File: src/rtl/hazard_stall_ctrl.sv
// Hazard/stall controller for the 5-stage core: load-use bubbles, MDU freeze
// with timeout, and branch-redirect flushes, plus saturating event counters.
module hazard_stall_ctrl #(
  parameter int unsigned MDU_TIMEOUT = 64,
  parameter int unsigned CNT_W       = 16
) (
  input  logic             clk,
  input  logic             rst_n,
  input  logic [4:0]       id_rs1,
  input  logic [4:0]       id_rs2,
  input  logic             id_use_rs1,
  input  logic             id_use_rs2,
  input  logic             ex_memRead,
  input  logic             ex_writeReg,
  input  logic [4:0]       ex_rd,
  input  logic             ex_mdu_start,
  input  logic             mdu_done,
  input  logic             ex_redirect,
  output logic             pc_stall,
  output logic             if_id_stall,
  output logic             if_id_flush,
  output logic             id_ex_stall,
  output logic             id_ex_flush,
  output logic             ex_me_bubble,
  output logic             mdu_timeout,
  output logic [CNT_W-1:0] stall_cycles,
  output logic [CNT_W-1:0] flush_events
);

  localparam int unsigned WW = (MDU_TIMEOUT > 2) ? $clog2(MDU_TIMEOUT) : 1;

  typedef enum logic {RUN, MDU_BUSY} state_t;

  state_t        state;
  logic [WW-1:0] wait_cnt;
  logic          lu, tmo, ms, redir, lu_ok;

  always_comb begin
    lu    = ex_memRead & ex_writeReg & (ex_rd != '0) &
            ((id_use_rs1 & (id_rs1 == ex_rd)) | (id_use_rs2 & (id_rs2 == ex_rd)));
    tmo   = (state == MDU_BUSY) & (wait_cnt == WW'(MDU_TIMEOUT - 1));
    ms    = ((state == RUN) & ex_mdu_start & ~mdu_done) |
            ((state == MDU_BUSY) & ~mdu_done & ~tmo);
    redir = (state == RUN) & ex_redirect & ~ms;
    lu_ok = lu & ~ms & ~redir;
  end

  // Outputs are forced low while reset is asserted, independent of the clock.
  always_comb begin
    pc_stall     = rst_n & (ms | lu_ok);
    if_id_stall  = rst_n & (ms | lu_ok);
    if_id_flush  = rst_n & redir;
    id_ex_stall  = rst_n & ms;
    id_ex_flush  = rst_n & (redir | lu_ok);
    ex_me_bubble = rst_n & ms;
    mdu_timeout  = rst_n & tmo;
  end

  always_ff @(posedge clk or negedge rst_n) begin
    if (!rst_n) begin
      state    <= RUN;
      wait_cnt <= '0;
    end else begin
      case (state)
        RUN: begin
          if (ex_mdu_start && !mdu_done) begin
            state    <= MDU_BUSY;
            wait_cnt <= '0;
          end
        end
        MDU_BUSY: begin
          if (mdu_done || tmo) state <= RUN;
          else                 wait_cnt <= wait_cnt + 1'b1;
        end
        default: state <= RUN;
      endcase
    end
  end

  always_ff @(posedge clk or negedge rst_n) begin
    if (!rst_n) begin
      stall_cycles <= '0;
      flush_events <= '0;
    end else begin
      if (pc_stall && (stall_cycles != '1)) stall_cycles <= stall_cycles + 1'b1;
      if (redir && (flush_events != '1))    flush_events <= flush_events + 1'b1;
    end
  end

endmodule

File: config.mk
export PLATFORM = sky130hd
export DESIGN_NAME = hazard_stall_ctrl
export DESIGN_NICKNAME = d
export VERILOG_FILES = /design/src/rtl/hazard_stall_ctrl.sv
export SDC_FILE = /design/constraint.sdc
export NUM_CORES = 1
export LEC_CHECK = 0
export BUFFER_PORTS_ARGS = -buffer_cell sky130_fd_sc_hd__buf_2
export CAP_MARGIN = 20
export CORE_AREA = 5 5 84 63
export DETAILED_ROUTE_END_ITERATION = 16
export DIE_AREA = 0 0 89 68
export GPL_TIMING_DRIVEN = 1
export PLACE_DENSITY = 0.77
export RECOVER_POWER = 50
export SYNTH_ARGS = -nofsm -noshare
export SYNTH_HDL_FRONTEND = slang
export SYNTH_SLANG_ARGS = --single-unit
export TNS_END_PERCENT = 100
File: constraint.sdc
create_clock -name clk -period 3.15 [get_ports clk]
set_clock_uncertainty 0.1 [all_clocks]
set_input_delay 0.7875 -clock clk [delete_from_list [all_inputs] [get_ports clk]]
set_output_delay 0.7875 -clock clk [all_outputs]
set_load 0.005 [all_outputs]
Yosys cells after proc, flatten, opt, wreduce, memory -nomap -nowiden
Index checks and enable logic that the tools add are counted.
{"block": "word_totals", "reg_bits": 39, "inputBits": 24}
{"block": "classes", "bitwise": 28, "n_eq_ne": 7, "add_sub_neg": 3, "n_reduce_logical": 7, "n_mux": 6}
{"operator": "adder 16 x 1 -> 16 bit (second input constant)", "count": 2}
{"operator": "inequality test 16 bit (second input constant)", "count": 2}
{"operator": "AND 1 bit", "count": 19}
{"operator": "2-to-1 mux 6 bit", "count": 2}
{"operator": "one-hot mux 6 bit (2 select lines)", "count": 1}
{"operator": "equality test 5 bit", "count": 2}
{"operator": "adder 6 x 1 -> 6 bit (second input constant)", "count": 1}
{"operator": "equality test 6 bit (second input constant)", "count": 1}
{"operator": "NOT 1 bit", "count": 5}
{"operator": "nonzero test 5 bit", "count": 1}
{"operator": "bitwise OR 1 bit", "count": 4}
{"operator": "logical AND 1 bit", "count": 3}
{"operator": "2-to-1 mux 1 bit", "count": 2}
{"operator": "inequality test 2 x 1 -> 1 bit (second input constant)", "count": 1}
{"operator": "inequality test 2 bit (second input constant)", "count": 1}
{"operator": "one-hot mux 1 bit (2 select lines)", "count": 1}
{"operator": "AND reduction 2 bit", "count": 1}
{"operator": "logical NOT 1 bit", "count": 1}
{"operator": "logical OR 1 bit", "count": 1}

Logic depth before layout (Yosys ltp)
Gate-level depths: netlist (run 1).
{"block": "logic_depth", "word_depth": 12, "mapped_depth": 9, "ltp_nobuf": 8}

Worst setup path before layout (run 1)
OpenSTA, ideal clock, no wires.
{"block": "synth_path", "path_kind": "input -> output", "startpoint": "in ex_rd[0]", "endpoint": "out pc_stall", "path_stages": 6, "path_slack_ns": 0.132, "t_arrival_ns": 2.130, "cell_sequence": "or3_1 > o311a_1 > a31oi_4 > buf_6 > nor2b_1 > buf_4"}
{"block": "synth_between", "elab_chain_cells": 8}
{"element": "start, declared", "line": "15", "source": "input logic [4:0] ex_rd,"}
{"element": "equality test 5 bit", "line": "40", "source": "((id_use_rs1 & (id_rs1 == ex_rd)) | (id_use_rs2 & (id_rs2 == ex_rd)));"}
{"element": "AND 1 bit", "line": "40"}
{"element": "bitwise OR 1 bit", "line": "40"}
{"element": "AND 1 bit (*)", "line": "39", "source": "lu = ex_memRead & ex_writeReg & (ex_rd != '0) &"}
{"element": "AND 1 bit (*) (2 in a row)", "line": "45", "source": "lu_ok = lu & ~ms & ~redir;"}
{"element": "bitwise OR 1 bit (*)"}
{"element": "AND 1 bit (*)"}
{"element": "end, declared", "line": "19", "source": "output logic pc_stall,"}
Every way passes the cells marked *; elsewhere a longest branch is shown, timed or not.

Worst setup path after layout (run 1)
{"block": "layout_path", "startpoint": "in ex_rd[0]", "endpoint": "out if_id_stall"}
{"block": "layout_between", "elab_chain_cells": 8}
{"element": "equality test 5 bit", "line": "40"}
{"element": "AND 1 bit", "line": "40"}
{"element": "bitwise OR 1 bit", "line": "40"}
{"element": "AND 1 bit (*)", "line": "39"}
{"element": "AND 1 bit (*) (2 in a row)", "line": "45"}
{"element": "bitwise OR 1 bit (*)", "line": "51", "source": "if_id_stall = rst_n & (ms | lu_ok);"}
{"element": "AND 1 bit (*)", "line": "51"}
{"element": "end, declared", "line": "20", "source": "output logic if_id_stall,"}
Marked as above.

==> results of run 1 <==
[worst max path at each step]
stage,startpoint,slack (ps),to
floorplan,ex_rd[0],130,pc_stall
global placement,ex_rd[0],230,if_id_stall
detailed placement,ex_rd[0],220,if_id_stall
CTS,ex_rd[0],220,if_id_stall
global route,wait_cnt[0],50,if_id_stall
finish,ex_rd[0],230,if_id_stall
[final cells by class]
type                            count  area share, %
Tap cell                           57           2.77
Inverter                            4          0.583
Sequential cell                    39           37.9
Clock buffer                        7           2.96
Clock inverter                      1          0.194
Multi-Input combinational cell    153           43.3
Timing Repair Buffer               65           12.4
[registers in the layout (all words and copies together), names as in the netlist]
| register | flops |
|---|---|
| flush_events | 16 |
| state | 1 |
| wait_cnt | 6 |
| stall_cycles | 16 |
[critical path, cell delays in order]
cell and delay [ps]:
buf_2 120, or3_1 370, o311a_1 340, a31oi_4 210, nor2b_1 70, buf_2 130
[cell usage after synthesis, types with 2 or more instances]
cell	n
ha_1	3
dfrtp_1	39
and3_1	3
a22o_1	4
and2_1	4
a21oi_1	6
nand2b_1	3
nand2_1	14
nor2_1	9
xnor2_1	18
inv_1	4
buf_4	2
nand4_1	9
nor3_1	4
nor3_2	8
nand3_1	17
xor2_1	22
mux2_2	3
nor2_2	2
nor4_1	5
[cells by family after synthesis]
logic type | Yosys count
AND/OR/NAND/NOR | 89
adder cells (fa/ha/maj) | 3
AO/OA/AOI/OAI | 17
flip-flops | 39
buffers and inverters | 9
XOR/XNOR | 40
multiplexers | 4
[per-stage QoR]
step           util, %  setup slack (ps)  total power, W  hold WS (ps)  instance area [um2]
5_1_grt           57.4              49.5         0.00138           345                 2580
2_1_floorplan        -               132        0.000854           384                 2140
4_1_cts           57.7               216         0.00132           330                 2590
6_report          57.4               231         0.00130           316                 2580
3_3_place_gp      55.9               234        0.000990           378                 2510
3_5_place_dp      55.9               222        0.000998           388                 2510
[layout by cell type, fill, tap and decap left out, types with 2 or more instances in the layout]
cell | netlist | layout
nor2_1 | 9 | 9
nor4_1 | 5 | 5
nor3_2 | 8 | 8
nor3_1 | 4 | 4
inv_1 | 4 | 4
and2_1 | 4 | 4
a21oi_1 | 6 | 6
mux2_2 | 3 | 3
clkbuf_8 | 0 | 5
nand4_1 | 9 | 9
buf_2 | 1 | 57
nand2_1 | 14 | 14
a22o_1 | 4 | 4
xor2_1 | 22 | 22
clkbuf_1 | 1 | 9
xnor2_1 | 18 | 18
dfrtp_1 | 39 | 39
nand3_1 | 17 | 17
ha_1 | 3 | 3
and3_1 | 3 | 3
nor2_2 | 2 | 2
nand2b_1 | 3 | 3
[report_power, final]
group / internal [W] / leakage, nW / switching [W]
Sequential: 0.000580 / 0.519 / 0.000111
Clock: 0.000155 / 0.0422 / 0.000162
Combinational: 0.000154 / 0.727 / 0.000135
[routing by layer]
layer / routed length [um] / track usage (%) / vias to the layer above
li1: - / - / 842
met4: 34 / 3.90 / 0
met5: 0 / 0 / -
met1: 2110 / 21.2 / 785
met2: 1820 / 22.9 / 53
met3: 335 / 4.69 / 4
==> results.toml, run 1 <==
[status]
status = "finished clean"

[die]
initial_core_util_pct = 47.6
core-area_mm2 = 0.00449
num_rows = 21
die_area_mm2 = 0.00605
ioPinCount = 63
fp.dieW_um = 89
die_h_um = 68

[yosys]
synth-edff-count = 0
ys.flop_type = "dfrtp_1"
synth_area_per_cell_um2 = 10.7
ys_top_cells_by_area = "dfrtp_1 (46%), xor2_1 (9.0%), xnor2_1 (7.4%), nand3_1 (4.0%), nor3_2 (3.7%)"
synth.distinct_cells = 42
synth_top_family_by_area = "simple AND/OR/NAND/NOR gates"
synth_fa_ha_area_share_pct = 1.75
synth_top_area_cell = "dfrtp_1"
syn_area_mm2 = 0.00214
synth-simple-area-share_pct = 25.5
synth_seq_area_share_pct = 45.6
synth_top_area_share_pct = 45.6
async_flop_share_pct = 100
ys_ff_latch = 39
syn_inst = 201
synth_compound_area_share_pct = 6.14
synthMuxAreaShare_pct = 2.28
syn-num-nets = 228
yosys.area_share.xor_xnor_pct = 16.4
ys_warn_count = 0

[cells_and_area]
drive_above_1_share_pct = 31.6
multi_input_area_mm2 = 0.00111
regArea_um2 = 976
fin_cells = 326
nets = 295
n_antenna_cell = 0
syn_to_final_growth_pct = 20.4
nFillCells = 399

[timing]
rsz0062_at_grt = "no"
slew_violations = 0
min_period_ps = 2920
worstMarginPinSlew_ps = 1030
max_slew_margin_pct = 31.4
timing.fmax_mhz = 343
tns_ps = 0
hold_viol = 0
setup_violations = 0
post-route-period-util_pct = 92.7

[global_routing]
antenna_found_initial = 0
grt_remaining_overflow = 0
grt_pass1_wl_mm = 7.20
grt_max_degree = 21
track_usage_pct = 15.2
grt_pass1_vias = 1584

[drt]
wl_per_cell_um = 13.2
drtAntennaViolNets = 0
drt_first_pass_iters = 4
vias = 1684
viasPerCell = 5.17
routed_wl_mm = 4.30
drcViolationCount = 0
drt-initial-drc-count = 59

[critical_path]
r2r_cells = 9
worstSetupEndpointType = "primary output"
cp.required_ps = 2260
critPathLaunchType = "primary input"
ff2ff_setup_slack_ps = 770
critical_path_class = "primary input to primary output"
path_max_fanout = 3
reg2reg_to = "stall_cycles[1]"
reg2reg_from = "wait_cnt[0]"
critPathArrivalTime_ps = 2030

[clock_tree]
cts.sinks = 39
clockRootBuffer = "clkbuf_8"
htree_num_levels = 2
cts_tree = "yes"
cts_resized = 0
clkTransAtPathRegs_ps = 70
cts_buffers = 5
cts_setup_buffers = 0
clk_path_buf_depth = 2
clk_latency_ps = 280
ctsHoldBuffers = 0

[place]
place.gp.congestion = 0.838
io_buffers = 62
dp_cells = 318
dp_hpwl_mm = 3.38

[power]
leakagePower_nw = 1.29
power.density_mw_per_mm2 = 503
vdd_drop_max_uv = 372

[worst_hold_path]
hold_path.class = "primary input to async pin"

[run]
cap_violations = 0
Power figures use the tool's default switching activity.
==> inputs of run 2 (changes only) <==
RECOVER_POWER = not set   (was 50)
==> run 2 against run 1 <==
Net effect:
- register-to-register slack better by 80 ps
- sequential cell count is the same
- sequential power about the same
- first-iteration DRC count unchanged
- clock-buffer cell count stayed put
- core utilization increased by 0.31 points
- worst hold slack got worse by 0.54 ps
- critical path depth is the same
- routed wire length shrank 0.33%
==> results.toml, run 2 (synthesized netlist as in run 1, its figures left out) <==
[status]
status = "finished clean"

[timing]
timing.fmax_mhz = 343
post-route-period-util_pct = 92.6
min_period_ps = 2920
worstMarginPinSlew_ps = 657
max_slew_margin_pct = 56.1
slew_violations = 0
whs_ps = 315
hold_viol = 0
setup_violations = 0
rsz0062_at_grt = "no"
tns_ps = 0

[critical_path]
critical_path_class = "primary input to primary output"
cp.required_ps = 2260
reg2reg_from = "wait_cnt[0]"
worstSetupEndpointType = "primary output"
critPathLaunchType = "primary input"
critPathArrivalTime_ps = 2030
path_max_fanout = 3
startpoint = "ex_rd[0]"

[drt]
drcViolationCount = 0
routed_wl_mm = 4.28
wl_per_cell_um = 13.1
viasPerCell = 5.17
drt_first_pass_iters = 5
vias = 1687
drtAntennaViolNets = 0
drt-initial-drc-count = 59

[global_routing]
grt_max_degree = 21
grt_remaining_overflow = 0
antenna_found_initial = 0
grt_pass1_vias = 1584
grt_pass1_wl_mm = 7.20
track_usage_pct = 15.2

[cells_and_area]
final_common_cell = "buf_2"
drive_above_1_share_pct = 34.2
final_cell_mix = "buf_2 (62), dfrtp_1 (39), xor2_1 (22), xnor2_1 (18), nand3_1 (17)"
n_antenna_cell = 0
nets = 295
finish.utilization_pct = 57.7
reg.largest.list = "flush_events x16, stall_cycles x16, wait_cnt x6"
syn_to_final_growth_pct = 21.0
design_area_mm2 = 0.00259

[die]
die_h_um = 68
num_rows = 21
fp.dieW_um = 89
ioPinCount = 63
die_area_mm2 = 0.00605
initial_core_util_pct = 47.6
core-area_mm2 = 0.00449

[clock_tree]
cts.sinks = 39
cts_tree = "yes"
clk_latency_ps = 280
htree_num_levels = 2
cts_setup_buffers = 0
ctsHoldBuffers = 0
cts_resized = 0
cts_buffers = 5
clockRootBuffer = "clkbuf_8"
clkTransAtPathRegs_ps = 70
clk_path_buf_depth = 2

[place]
place.gp.congestion = 0.838
dp_hpwl_mm = 3.38
dpl-instance-area_mm2 = 0.00251
io_buffers = 62

[power]
p_total_w = 0.00130
vdd_drop_max_uv = 374
power.density_mw_per_mm2 = 502
leakagePower_nw = 1.32

[run]
cap_violations = 0

[worst_hold_path]
hold_path.class = "primary input to async pin"
## run 2: where the power goes
part / switching, W / leakage, nW / internal (W)
combinational: 0.000135 / 0.755 / 0.000157
sequential: 0.000111 / 0.519 / 0.000579
clock: 0.000164 / 0.0422 / 0.000155
total: 0.000409 / 1.32 / 0.000892
## run 2: path summary, 6_finish.rpt
kind / endpoint / cells after the start / slack, ps
worst max-delay path: if_id_stall / 6 / 230
max in group asynchronous: wait_cnt[0] / 2 / 2040
min in group clk: flush_events[7] / 1 / 390
worst max register to register: stall_cycles[1] / 9 / 850
worst min register to register: flush_events[7] / 1 / 390
worst min-delay path: flush_events[12] / 1 / 320
## run 2: area by class of cell
class	instances	area [um2]
Timing Repair Buffer	65	333
Clock inverter	1	5.00
Tap cell	57	71.3
Clock buffer	7	76.3
Sequential cell	39	976
Inverter	4	15.0
Fill cell	402	1900
Multi-Input combinational cell	153	1110
## run 2: critical path: stages
cell and delay [ps]:
buf_2 120, or3_1 370, o311a_1 340, a31oi_4 210
nor2b_1 70, buf_2 130
## run 2: metrics by stage
stage | setup WS, ps | std cells
floorplan | 132 | 201
global placement | 234 | 318
detailed placement | 222 | 318
CTS | 216 | 326
global route | 97.7 | 326
finish | 232 | 326
## run 2: metal layers
metal  up-vias  global-route usage, %  routed length [um]
met5         -                      0                   0
met4         0                   3.90                  34
met3         4                   4.69                 358
met2        58                   22.9                1810
met1       785                   21.2                2080
li1        840                      -                   -
